File: src/rtl/amux_pkg.sv
// Shared types and helpers for the analog-mux break-before-make sequencer.
package amux_pkg;

  localparam int unsigned CNT_W     = 8;
  localparam int unsigned MAX_SEL_W = 8;
  localparam int unsigned MAX_CH    = 256;

  typedef enum logic [1:0] {
    OFF    = 2'd0,
    BREAK  = 2'd1,
    SETTLE = 2'd2,
    ON     = 2'd3
  } state_e;

  // Widest one-hot vector; callers cast it down to their channel count.
  function automatic logic [MAX_CH-1:0] onehot(input logic [MAX_SEL_W-1:0] sel);
    logic [MAX_CH-1:0] v;
    v      = '0;
    v[sel] = 1'b1;
    return v;
  endfunction

endpackage

File: src/rtl/amux_onehot_dec.sv
// Parametrised binary-to-one-hot switch decoder with enable and range check.
module amux_onehot_dec #(
  parameter int unsigned SEL_W = 5,
  parameter int unsigned N_CH  = 32
) (
  input  logic [SEL_W-1:0] sel,
  input  logic             en,
  output logic [N_CH-1:0]  oh_c,
  output logic             in_range_c
);
  import amux_pkg::*;

  always_comb begin
    in_range_c = (32'(sel) < N_CH);
    oh_c       = '0;
    if (en && in_range_c) oh_c = N_CH'(onehot(MAX_SEL_W'(sel)));
  end

endmodule

File: src/rtl/amux_sel_sequencer.sv
// Break-before-make sequencer: registered one-hot switch enables with a
// programmable all-open dead time and a post-make settle interval.
module amux_sel_sequencer #(
  parameter int unsigned SEL_W         = 5,
  parameter int unsigned N_CH          = 32,
  parameter int unsigned BBM_CYCLES    = 2,
  parameter int unsigned SETTLE_CYCLES = 8
) (
`ifdef USE_POWER_PINS
  inout  wire              VDD,
  inout  wire              VSS,
`endif
  input  logic             clk,
  input  logic             rst,
  input  logic             req,
  input  logic [SEL_W-1:0] sel,
  input  logic             en,
  output logic             ready,
  output logic [N_CH-1:0]  y,
  output logic [N_CH-1:0]  y_b,
  output logic             busy,
  output logic             settled,
  output logic             done,
  output logic             err
);
  import amux_pkg::*;

  localparam logic [CNT_W-1:0] BBM_LOAD    = CNT_W'(BBM_CYCLES - 1);
  localparam logic [CNT_W-1:0] SETTLE_LOAD =
    (SETTLE_CYCLES == 0) ? '0 : CNT_W'(SETTLE_CYCLES - 1);

  state_e             state_q, state_d;
  logic [CNT_W-1:0]   cnt_q, cnt_d;
  logic [SEL_W-1:0]   cur_sel_q, cur_sel_d;
  logic [SEL_W-1:0]   pend_sel_q, pend_sel_d;
  logic               pend_en_q, pend_en_d;
  logic [N_CH-1:0]    pend_oh_q, pend_oh_d;
  logic [N_CH-1:0]    y_q, y_d, y_b_q, y_b_d;
  logic               ready_q, ready_d, busy_q, busy_d, settled_q, settled_d;
  logic               done_q, done_d, err_q, err_d;

  logic [N_CH-1:0]    oh_c;
  logic               in_range_c, accept_c, same_ch_c;

  amux_onehot_dec #(.SEL_W(SEL_W), .N_CH(N_CH)) u_dec (
    .sel        (sel),
    .en         (en),
    .oh_c       (oh_c),
    .in_range_c (in_range_c)
  );

  assign accept_c  = req && ready_q;
  assign same_ch_c = (state_q == ON) && en && (sel == cur_sel_q);

  // State register
  always_ff @(posedge clk or posedge rst) begin
    if (rst) state_q <= OFF;
    else     state_q <= state_d;
  end

  // Next-state, dead-time/settle counter and pending request capture
  always_comb begin
    state_d    = state_q;
    cnt_d      = cnt_q;
    pend_sel_d = pend_sel_q;
    pend_en_d  = pend_en_q;
    pend_oh_d  = pend_oh_q;
    case (state_q)
      OFF, ON: begin
        if (accept_c && in_range_c && !same_ch_c) begin
          state_d    = BREAK;
          cnt_d      = BBM_LOAD;
          pend_sel_d = sel;
          pend_en_d  = en;
          pend_oh_d  = oh_c;
        end
      end
      BREAK: begin
        if (cnt_q != '0)              cnt_d   = cnt_q - 1'b1;
        else if (!pend_en_q)          state_d = OFF;
        else if (SETTLE_CYCLES == 0)  state_d = ON;
        else begin
          state_d = SETTLE;
          cnt_d   = SETTLE_LOAD;
        end
      end
      SETTLE: begin
        if (cnt_q != '0) cnt_d   = cnt_q - 1'b1;
        else             state_d = ON;
      end
      default: state_d = OFF;
    endcase
  end

  // Output next values; switches only change on BREAK entry (all open) or exit (make)
  always_comb begin
    y_d       = y_q;
    cur_sel_d = cur_sel_q;
    done_d    = 1'b0;
    err_d     = accept_c && !in_range_c;
    ready_d   = (state_d == OFF) || (state_d == ON);
    busy_d    = (state_d == BREAK) || (state_d == SETTLE);
    settled_d = (state_d == ON);
    if (accept_c && in_range_c && same_ch_c) done_d = 1'b1;
    if (state_d == BREAK) y_d = '0;
    if (state_q == BREAK && state_d != BREAK) begin
      y_d = pend_oh_q;
      if (pend_en_q) cur_sel_d = pend_sel_q;
      if (state_d != SETTLE) done_d = 1'b1;
    end
    if (state_q == SETTLE && state_d == ON) done_d = 1'b1;
    y_b_d = ~y_d;
  end

  always_ff @(posedge clk or posedge rst) begin
    if (rst) begin
      cnt_q      <= '0;
      cur_sel_q  <= '0;
      pend_sel_q <= '0;
      pend_en_q  <= 1'b0;
      pend_oh_q  <= '0;
      y_q        <= '0;
      y_b_q      <= '1;
      ready_q    <= 1'b1;
      busy_q     <= 1'b0;
      settled_q  <= 1'b0;
      done_q     <= 1'b0;
      err_q      <= 1'b0;
    end else begin
      cnt_q      <= cnt_d;
      cur_sel_q  <= cur_sel_d;
      pend_sel_q <= pend_sel_d;
      pend_en_q  <= pend_en_d;
      pend_oh_q  <= pend_oh_d;
      y_q        <= y_d;
      y_b_q      <= y_b_d;
      ready_q    <= ready_d;
      busy_q     <= busy_d;
      settled_q  <= settled_d;
      done_q     <= done_d;
      err_q      <= err_d;
    end
  end

  assign y       = y_q;
  assign y_b     = y_b_q;
  assign ready   = ready_q;
  assign busy    = busy_q;
  assign settled = settled_q;
  assign done    = done_q;
  assign err     = err_q;

endmodule

File: config.mk
export PLATFORM = sky130hd
export DESIGN_NAME = amux_sel_sequencer
export DESIGN_NICKNAME = d
export VERILOG_FILES = /design/src/rtl/amux_pkg.sv /design/src/rtl/amux_onehot_dec.sv /design/src/rtl/amux_sel_sequencer.sv
export SDC_FILE = /design/constraint.sdc
export NUM_CORES = 1
export LEC_CHECK = 0
export ABC_AREA = 1
export BUFFER_PORTS_ARGS = -buffer_cell sky130_fd_sc_hd__buf_4
export CORE_ASPECT_RATIO = 0.9
export CORE_MARGIN = 3
export CORE_UTILIZATION = 51
export DETAILED_ROUTE_END_ITERATION = 16
export GPL_ROUTABILITY_DRIVEN = 0
export PLACE_DENSITY = 0.76
export SYNTH_ARGS = -nofsm -noshare
export SYNTH_HDL_FRONTEND = slang
export SYNTH_SLANG_ARGS = --single-unit
export TNS_END_PERCENT = 10
File: constraint.sdc
create_clock -name clk -period 3.51 [get_ports clk]
set_clock_uncertainty 0.15 [all_clocks]
set_input_delay 0.5265 -clock clk [delete_from_list [all_inputs] [get_ports clk]]
set_output_delay 0.5265 -clock clk [all_outputs]
set_load 0.02 [all_outputs]
==> qor.yml <==
row_count: 33
die_y_um: 101
synth_fa_ha_area_share_pct: 2.21
grt_usage_pct: 21.1
numCtsBuffers: 17
hold_buffers: 0
netlist_top_cells_count: "nand2_1, nor2_1, dfrtp_1, inv_1, o21ai_0"
syn_area_mm2: 0.00509
synth_compound_area_share_pct: 8.61
synth_seq_cells: 121
synthArstFlopShare_pct: 100
crit_type: "reg2reg"
grt_pass1_vias: 4001
ctsResizeCount: 0
hpwlAfterDp_um: 7220
hold_viol_final: 0
rsz0062_at_grt: "false"
drtPass1Iterations: 5
layout.nets: 669
numPortBuffers: 76
ys_warn_count: 0
core_region_area_mm2: 0.00941
dieArea_mm2: 0.0112
synth-xor-area-share_pct: 1.03
internal_power_uw: 3550
drive_above_1_share_pct: 23.0
slew_viol_final: 0
synth_most_common_cell: "nand2_1"
setup-violations-final: 0
power.share.combinational_pct: 38.1
crit_slowest_cell: "dfrtp_1"
p_sw_uw: 2280
leakagePower_uw: 0.00299
antenna_cells: 0
syn-num-nets: 590
yosys.area.top_type: "dfrtp_1"
clkPwrFrac_pct: 27.8
postCtsSetupRepairBufs: 0
seqPwrFrac_pct: 34.0
cts.sinks: 121
wirelength_um: 10800
vias: 3984
cap_violations: 0
cts_buffer_depth: 2
yosys.area_share.simple_pct: 19.5
grt_max_degree: 76
ys_seq_area_share_pct: 60.3
cp_max_fo: 18
outcome: "finished clean"
dieWidth_um: 111
syn_inst: 572
start_util_pct: 54.0
hold_class: "in2async"
synth_edf_count: 0
h-tree-depth: 4
synthTopCellsByArea: "dfrtp_1, dfstp_2, nand2_1"
setup-tns-final_ps: 0
cp-end-kind: "register"
synth_top_family_by_area: "simple AND/OR/NAND/NOR gates"
grt_overflow: 0
worst_slew_pin_slew_ps: 763
drt-initial-drc-count: 237
relSlewSlack_pct: 49.1
drc_errors: 0
netSwitchingFraction_pct: 39.2
fin_crit_sh_pct: 80.0
crit_top_cell: "inv_1"
synth_mux_area_share_pct: 0
antenna_found_initial: 0
synth_top_area_share_pct: 43.3
viasPerCell: 5.07
fin_crit_ps: 2810
crit_arrival_ps: 3090
critical_path_buf_inv_count: 5
ios: 78
critPathTopFamily: "buffers and inverters"
fillers: 718
fmax_mhz: 356
avgSynthCellArea_um2: 8.89
finalPower_uw: 5830
ys.flop_type: "dfrtp_1"
path_cells: "inv_1 -> ha_1 -> buf_4 -> o21ai_0 -> nand2_1 -> o21ai_1 -> inv_1 -> ha_1 -> nor2_1 -> inv_1 -> o21ai_0 -> inv_1"
wl_per_cell_um: 13.8
peakVddDrop_uv: 549
grt_pass1_wl_um: 19000
clock-root-buffer: "clkbuf_8"
critPathMaxStageDelay_ps: 410
synth.distinct_cells: 22
cp.required_ps: 3790
clkLatencyLatePin_ps: 510
cts_tree: "done"
start_kind: "register"
postRouteAntennaNets: 0
syn2layout_area_growth_pct: 23.7
p_per_area_mw_per_mm2: 927
clk_pin_slew_ps: 60
## sequential cells by signal, summed over array words and instances, names as in the netlist, 2 cells and up
signal	count
y_b	32
pend_sel_q	5
y	32
pend_oh_q	32
cnt_q	8
state_q	2
cur_sel_q	5
## stage by stage
| step | instance area, um^2 | setup WS, ps | instances | utilization, % | hold WS (ps) |
|---|---|---|---|---|---|
| 2_1_floorplan | 5090 | 1020 | 572 | - | 292 |
| 3_3_place_gp | 5730 | 653 | 754 | 60.9 | 310 |
| 6_report | 6290 | 702 | 786 | 66.8 | 93.2 |
| 4_1_cts | 6290 | 745 | 786 | 66.8 | 110 |
| 3_5_place_dp | 5730 | 475 | 754 | 60.9 | 309 |
| 5_1_grt | 6290 | 419 | 786 | 66.8 | 157 |
## path summary, 6_finish.rpt
| path | startpoint | endpoint | slack (ps) | cells after the start |
|---|---|---|---|---|
| max | state_q[1] | y_b[11] | 700 | 12 |
| min | rst | busy | 90 | 3 |
| max reg2reg | state_q[1] | y_b[11] | 700 | 12 |
| min reg2reg | cnt_q[1] | cnt_q[1] | 330 | 2 |
| max in group asynchronous | rst | y[4] | 2590 | 3 |
| min in group clk | sel[1] | pend_sel_q[1] | 200 | 3 |
## layout make-up
class                      instances  area, um^2  area share (%)
clock buffer                      21         439            6.98
clock inverter                    11         123            1.95
inverter                          77         293            4.65
multi-input combinational        352        1600            25.4
sequential                       121        3070            48.8
tap                              122         153            2.43
timing repair buffer              82         616            9.78
## logic make-up after synthesis
group / after synthesis
simple gates: 250
flops: 121
buf+inv: 99
compound gates: 86
fa+ha+maj: 9
xor+xnor: 6
other cells: 1
## worst min-delay path: cells and delay by family
kind,cells,cell delay [ps]
buf+inv,3,730
## placed cells by master, fill, tap and decap left out, drive strengths merged
cell and instances:
bufinv 2, o21ai 77, o221ai 1, clkbuf 21, dfrtp 88, inv 77
clkinvlp 5, xnor2 1, nor2 89, xor2 5, dfstp 33, ha 9
nand2 125, buf 82, conb 1, nand3 36, a21oi 8, clkinv 4
## routing by layer
metal  wire length [um]  vias to the layer above  GRT usage (%)
met5                  0                        -              0
met4                181                        0           7.30
met3                674                       17           6.24
met2               4890                      133           32.4
met1               5070                     1894           28.9
li1                   -                     1940              -
## power by group through the flow
stage / clock (uW) / combinational, uW / sequential (uW)
2_1_floorplan: 0 / 1310 / 2200
4_1_cts: 1650 / 2250 / 1980
3_5_place_dp: 0 / 2230 / 2000
5_1_grt: 1720 / 2510 / 2020
3_3_place_gp: 0 / 2150 / 1990
6_report: 1620 / 2220 / 1990
Note: power is estimated with default switching activity, not from simulation.
